**src/rtl/switch_allocator.sv**
```systemverilog
// Wormhole switch allocator: one round-robin FSM per output, held until the tail flit crosses.
// Requests for DROP are consumed immediately and tallied in a saturating counter.
module switch_allocator #(
    parameter int unsigned NUM_PORTS  = 7,
    parameter int unsigned PORT_W     = 3,
    parameter int unsigned DROP_CNT_W = 16
) (
    input  logic                        clk,
    input  logic                        rst,
    input  logic [NUM_PORTS-1:0]        req_valid,
    input  logic [NUM_PORTS*PORT_W-1:0] req_port,
    input  logic [NUM_PORTS-1:0]        req_tail,
    input  logic [NUM_PORTS-1:0]        out_ready,
    output logic [NUM_PORTS-1:0]        grant,
    output logic [NUM_PORTS-1:0]        xbar_valid,
    output logic [NUM_PORTS*PORT_W-1:0] xbar_sel,
    output logic [DROP_CNT_W-1:0]       drop_count
);

    typedef enum logic {StIdle, StLocked} state_e;

    localparam logic [PORT_W-1:0] DropPort = PORT_W'(7);
    localparam logic [PORT_W-1:0] LastPort = PORT_W'(NUM_PORTS - 1);

    state_e                state_q  [NUM_PORTS];
    logic [PORT_W-1:0]     owner_q  [NUM_PORTS];
    logic [PORT_W-1:0]     rr_ptr_q [NUM_PORTS];
    logic [DROP_CNT_W-1:0] drop_count_q;

    logic [PORT_W-1:0]    port_of  [NUM_PORTS];
    logic [NUM_PORTS-1:0] owner_oh [NUM_PORTS];
    logic [NUM_PORTS-1:0] cand     [NUM_PORTS];
    logic [PORT_W-1:0]    win      [NUM_PORTS];
    logic [NUM_PORTS-1:0] busy;
    logic [NUM_PORTS-1:0] has_win;
    logic [NUM_PORTS-1:0] xfer;
    logic [NUM_PORTS-1:0] xfer_tail;
    logic [NUM_PORTS-1:0] drop_req;
    logic [DROP_CNT_W:0]  drop_sum;

    always_comb begin : decode
        busy = '0;
        for (int unsigned i = 0; i < NUM_PORTS; i++) begin
            port_of[i] = req_port[i*PORT_W +: PORT_W];
        end
        for (int unsigned o = 0; o < NUM_PORTS; o++) begin
            for (int unsigned i = 0; i < NUM_PORTS; i++) begin
                owner_oh[o][i] = (state_q[o] == StLocked) && (owner_q[o] == PORT_W'(i));
            end
            busy = busy | owner_oh[o];
        end
    end

    // Round-robin: first candidate at or above rr_ptr, otherwise wrap to the lowest candidate.
    always_comb begin : arbitrate
        for (int unsigned o = 0; o < NUM_PORTS; o++) begin
            has_win[o] = 1'b0;
            win[o]     = '0;
            for (int unsigned i = 0; i < NUM_PORTS; i++) begin
                cand[o][i] = req_valid[i] && (port_of[i] == PORT_W'(o)) && !busy[i];
            end
            for (int unsigned i = 0; i < NUM_PORTS; i++) begin
                if (!has_win[o] && cand[o][i] && (PORT_W'(i) >= rr_ptr_q[o])) begin
                    has_win[o] = 1'b1;
                    win[o]     = PORT_W'(i);
                end
            end
            for (int unsigned i = 0; i < NUM_PORTS; i++) begin
                if (!has_win[o] && cand[o][i]) begin
                    has_win[o] = 1'b1;
                    win[o]     = PORT_W'(i);
                end
            end
        end
    end

    always_comb begin : transfer
        grant     = '0;
        xbar_sel  = '0;
        xfer      = '0;
        xfer_tail = '0;
        for (int unsigned o = 0; o < NUM_PORTS; o++) begin
            xfer[o]      = !rst && (|(owner_oh[o] & req_valid)) && out_ready[o];
            xfer_tail[o] = xfer[o] && (|(owner_oh[o] & req_tail));
            grant        = grant | (owner_oh[o] & {NUM_PORTS{xfer[o]}});
            if (state_q[o] == StLocked) begin
                xbar_sel[o*PORT_W +: PORT_W] = owner_q[o];
            end
        end
        for (int unsigned i = 0; i < NUM_PORTS; i++) begin
            drop_req[i] = !rst && req_valid[i] && (port_of[i] == DropPort) && !busy[i];
        end
        grant      = grant | drop_req;
        xbar_valid = xfer;
    end

    // One extra bit of headroom catches overflow for the saturation clamp.
    always_comb begin : drop_add
        drop_sum = {1'b0, drop_count_q};
        for (int unsigned i = 0; i < NUM_PORTS; i++) begin
            drop_sum = drop_sum + {{DROP_CNT_W{1'b0}}, drop_req[i]};
        end
    end

    always_ff @(posedge clk) begin
        if (rst) begin
            for (int unsigned o = 0; o < NUM_PORTS; o++) begin
                state_q[o]  <= StIdle;
                owner_q[o]  <= '0;
                rr_ptr_q[o] <= '0;
            end
            drop_count_q <= '0;
        end else begin
            for (int unsigned o = 0; o < NUM_PORTS; o++) begin
                unique case (state_q[o])
                    StIdle: begin
                        if (has_win[o]) begin
                            state_q[o]  <= StLocked;
                            owner_q[o]  <= win[o];
                            rr_ptr_q[o] <= (win[o] == LastPort) ? '0 : win[o] + 1'b1;
                        end
                    end
                    StLocked: begin
                        if (xfer_tail[o]) begin
                            state_q[o] <= StIdle;
                        end
                    end
                endcase
            end
            drop_count_q <= drop_sum[DROP_CNT_W] ? '1 : drop_sum[DROP_CNT_W-1:0];
        end
    end

    assign drop_count = drop_count_q;

endmodule

```
**config.mk**
```make
export PLATFORM = sky130hd
export DESIGN_NAME = switch_allocator
export DESIGN_NICKNAME = d
export VERILOG_FILES = /design/src/rtl/switch_allocator.sv
export SDC_FILE = /design/constraint.sdc
export NUM_CORES = 1
export LEC_CHECK = 0
export CORE_MARGIN = 8
export CORE_UTILIZATION = 40
export DETAILED_ROUTE_END_ITERATION = 12
export GPL_ROUTABILITY_DRIVEN = 0
export GPL_TIMING_DRIVEN = 1
export SLEW_MARGIN = 40
export SYNTH_ARGS = -nofsm -noshare
export SYNTH_HDL_FRONTEND = slang
export SYNTH_SLANG_ARGS = --single-unit
```
**constraint.sdc**
```tcl
create_clock -name clk -period 5.8 [get_ports clk]
set_input_delay 0.58 -clock clk [delete_from_list [all_inputs] [get_ports clk]]
set_output_delay 0.58 -clock clk [all_outputs]
set_load 0.05 [all_outputs]
```
==> results by group <==
Route
  – Residual DRC: 0
  – Drt wl/cell: 22.42 um
  – DRT iter0 DRCs: 998
  – Routed WL: 30280 um
  – First-pass DRT Iterations: 6
  – DRT antenna net count: 0
  – Vias: 8635
  – Vias/cell: 6.392

Global routing
  – Top Usage Layer GRT: met2
  – Largest net degree at the start of global routing: 23
  – First-pass GRT wire length: 45890 um
  – Remaining Overflow, GRT: 0
  – GRT Total Usage: 24.49%
  – GR Layer Usage met2: 36.41%
  – Met3 usage: 5.402%
  – Grt met1 use: 32.88%
  – Vias in the first global route: 7802
  – Initial antenna violation count: 0

Logic synthesis
  – Primary FF master, synth: edfxtp_1
  – Ys async rst share: 0%
  – Cells after Synth: 983
  – Most frequent cell after synthesis: nand2_1
  – #FFs+latches synth: 65
  – Synth unique cells: 102
  – Syn avg cell area: 7.939 um^2
  – Number of flops mapped to enable cells by yosys: 49
  – Mapped Area: 7804 um^2
  – Post-synthesis sequential area ratio: 22.96%
  – Post-Syn Nets: 1052
  – Biggest area consumer among synthesized cells: edfxtp_1
  – Synth cell count leaders: nand2_1, nor2_1, nand3_1
  – Number of synthesis warnings: 0
  – Top cell type's share of synthesized area: 18.86%
  – Synth area leaders: edfxtp_1, nand2_1, dfxtp_1

STA
  – Final worst path period need: 5402 ps
  – Setup tns final: 0 ps
  – Final Slew Violations: 0
  – Fin crit share: 93.14%
  – Setup violations, final: 0
  – Worst-Margin Slew: 889.2 ps
  – Fmax: 185.1 MHz
  – Unrepaired setup endpoints after global routing: false
  – Fin. Hold Viols: 0
  – Slew headroom: 40.59%
  – Clock Skew: 7.047 ps

Setup path
  – Critical Path RT: 6090 ps
  – Worst setup SP type: flop
  – CP max FO: 13
  – CP max stage delay: 750 ps
  – Crit-path slowest cell: a2111oi_2
  – Flop-to-flop setup slack: 400 ps
  – WP data arrival: 5690 ps
  – Depth of the most critical reg-to-reg path: 18
  – RR Endpoint: drop_count[0]$_SDFF_PP0_
  – Critical path class: flop to flop
  – Crit end category: flop
  – R2r startpoint: owner_q[1][0]$_SDFFCE_PN0P_
  – CP Cell Sequence: nor4b_2 -> a2111oi_2 -> nand3_1 -> nor2_1 -> fa_1 -> inv_1 -> fa_1 -> fa_1 -> inv_1 -> ha_1 -> inv_1 -> fa_1 -> inv_1 -> a21oi_1 -> o21bai_1 -> nand3_1 -> or3_1 -> a21oi_1

Die
  – Row cnt: 51
  – Die Width: 155.7 um
  – Initial Util: 40.36%
  – Core outline area: 19330 um^2
  – Top Ports: 95
  – Die height: 155.7 um
  – Die area: 24230 um^2

Run status
  – Status: completed

Place
  – Area post-placement: 9181 um^2
  – Post-placement cell count: 1335
  – I/O Buffers: 94
  – Hpwl dp: 23690 um

Finish
  – Post-Layout Cell Count: 1351
  – Fillers: 1922
  – Register area: 1792 um^2
  – Area delta synth->final: 21.79%
  – Antenna cells: 0
  – Final Util: 49.16%
  – Final instance area: 9504 um^2
  – Nets: 1150
  – Layout cell share with drive strength beyond 1: 12.80%
  – Multi-input gate area: 5623 um^2

CTS
  – Inserted Clock Buffers: 9
  – Depth of the CTS H-tree: 3
  – Setup Fix Bufs, Post-CTS: 0
  – Clock sinks: 65
  – Clock network latency to the later pin of the worst-skew pair: 350 ps
  – Post_cts resized: 0
  – CTS tree: built
  – Worst-path clk slew: 70 ps
  – Number of hold buffers added after cts: 0
  – Clock buffer depth: 2
  – Clock root cell: clkbuf_16

Power and ir drop
  – Cell Pwr Density: 231.4 nW/um^2
  – VDD IR max: 139.5 uV
  – P_leak: 3.721 nW

Flow run
  – MaxCap Viol Count: 0

Hold path
  – Hold Crit Start: drop_count[5]$_SDFF_PP0_
  – Tightest Hold Check Type: flop to flop
  – Worst Hold Path EP: drop_count[5]$_SDFF_PP0_
  – Hold path depth: 2
[layout make-up]
cell class | instances | share of cell area, %
Clock buffer | 9 | 2.370
Clock inverter | 7 | 0.8689
Inverter | 45 | 1.777
Multi-Input combinational cell | 820 | 59.16
Sequential cell | 65 | 18.85
Tap cell | 265 | 3.489
Timing Repair Buffer | 140 | 13.48
[power by group]
group          switching, W  internal (W)  leakage [nW]
Sequential        0.0000854      0.000576         0.650
Clock              0.000249      0.000343         0.155
Combinational      0.000593      0.000354          2.92
Total              0.000927       0.00127          3.72
[stage by stage]
step	hold WS [ps]	total power [W]	worst slack, ps
finish	542.8	0.002200	398.1
global route	569.8	0.002303	2.616
CTS	535.2	0.002183	399.7
detailed placement	522.4	0.001587	382.4
global placement	507.4	0.001581	463.8
floorplan	716.0	0.001264	759.4
[routing by layer]
metal,routed length [um],vias up
met5,0,-
met4,1293,0
met3,3246,97
met2,12850,524
met1,12890,4006
li1,-,4008
[registers in the layout (all words and copies together), names as in the netlist]
name and cells:
rr_ptr_q 21, drop_count 16, state_q 7, owner_q 21
[logic make-up (layout without fill, tap and decap cells)]
group / count (synthesis) / count (layout) / synth area share, %
adders and majority gates: 25 / 25 / 4.393
and+or+nand+nor: 523 / 523 / 40.92
AOI/OAI and AO/OA: 242 / 242 / 22.64
xor gates and xnor gates: 10 / 10 / 1.122
buffers and inverters: 98 / 201 / 5.259
muxes: 20 / 20 / 2.710
DFF: 65 / 65 / 22.96
[worst max-delay path, delay by kind of cell (launching register included)]
kind / cells / cell delay, ps
fa+ha+maj: 5 / 1920
compound gates: 4 / 1210
simple gates: 5 / 1380
flops: 1 / 540
buf+inv: 4 / 290
[cell usage in the layout, fill, tap and decap left out, types with 18 or more instances in the layout]
| master | n |
|---|---|
| nand4_1 | 22 |
| nor2_1 | 69 |
| and4b_1 | 20 |
| nor3_1 | 35 |
| inv_1 | 42 |
| clkdlybuf4s50_1 | 92 |
| nand3_1 | 57 |
| ha_1 | 21 |
| nor2b_1 | 20 |
| and3_1 | 21 |
| a21oi_1 | 52 |
| a31oi_1 | 18 |
| buf_4 | 48 |
| nand2_1 | 99 |
| o21ai_0 | 26 |
| edfxtp_1 | 49 |
| and2_1 | 34 |
[worst max path at each step]
stage / slack (ps) / startpoint / cells after the start / endpoint
floorplan: 760 / req_valid[2] / 20 / drop_count[10]$_SDFF_PP0_
global placement: 460 / owner_q[2][1]$_SDFFCE_PN0P_ / 18 / drop_count[0]$_SDFF_PP0_
detailed placement: 380 / req_port[6] / 19 / drop_count[0]$_SDFF_PP0_
CTS: 400 / owner_q[1][0]$_SDFFCE_PN0P_ / 18 / drop_count[0]$_SDFF_PP0_
global route: 3 / owner_q[4][2]$_SDFFCE_PN0P_ / 18 / drop_count[2]$_SDFF_PP0_
finish: 400 / owner_q[1][0]$_SDFFCE_PN0P_ / 18 / drop_count[0]$_SDFF_PP0_
(Power assumes the default switching activity.)
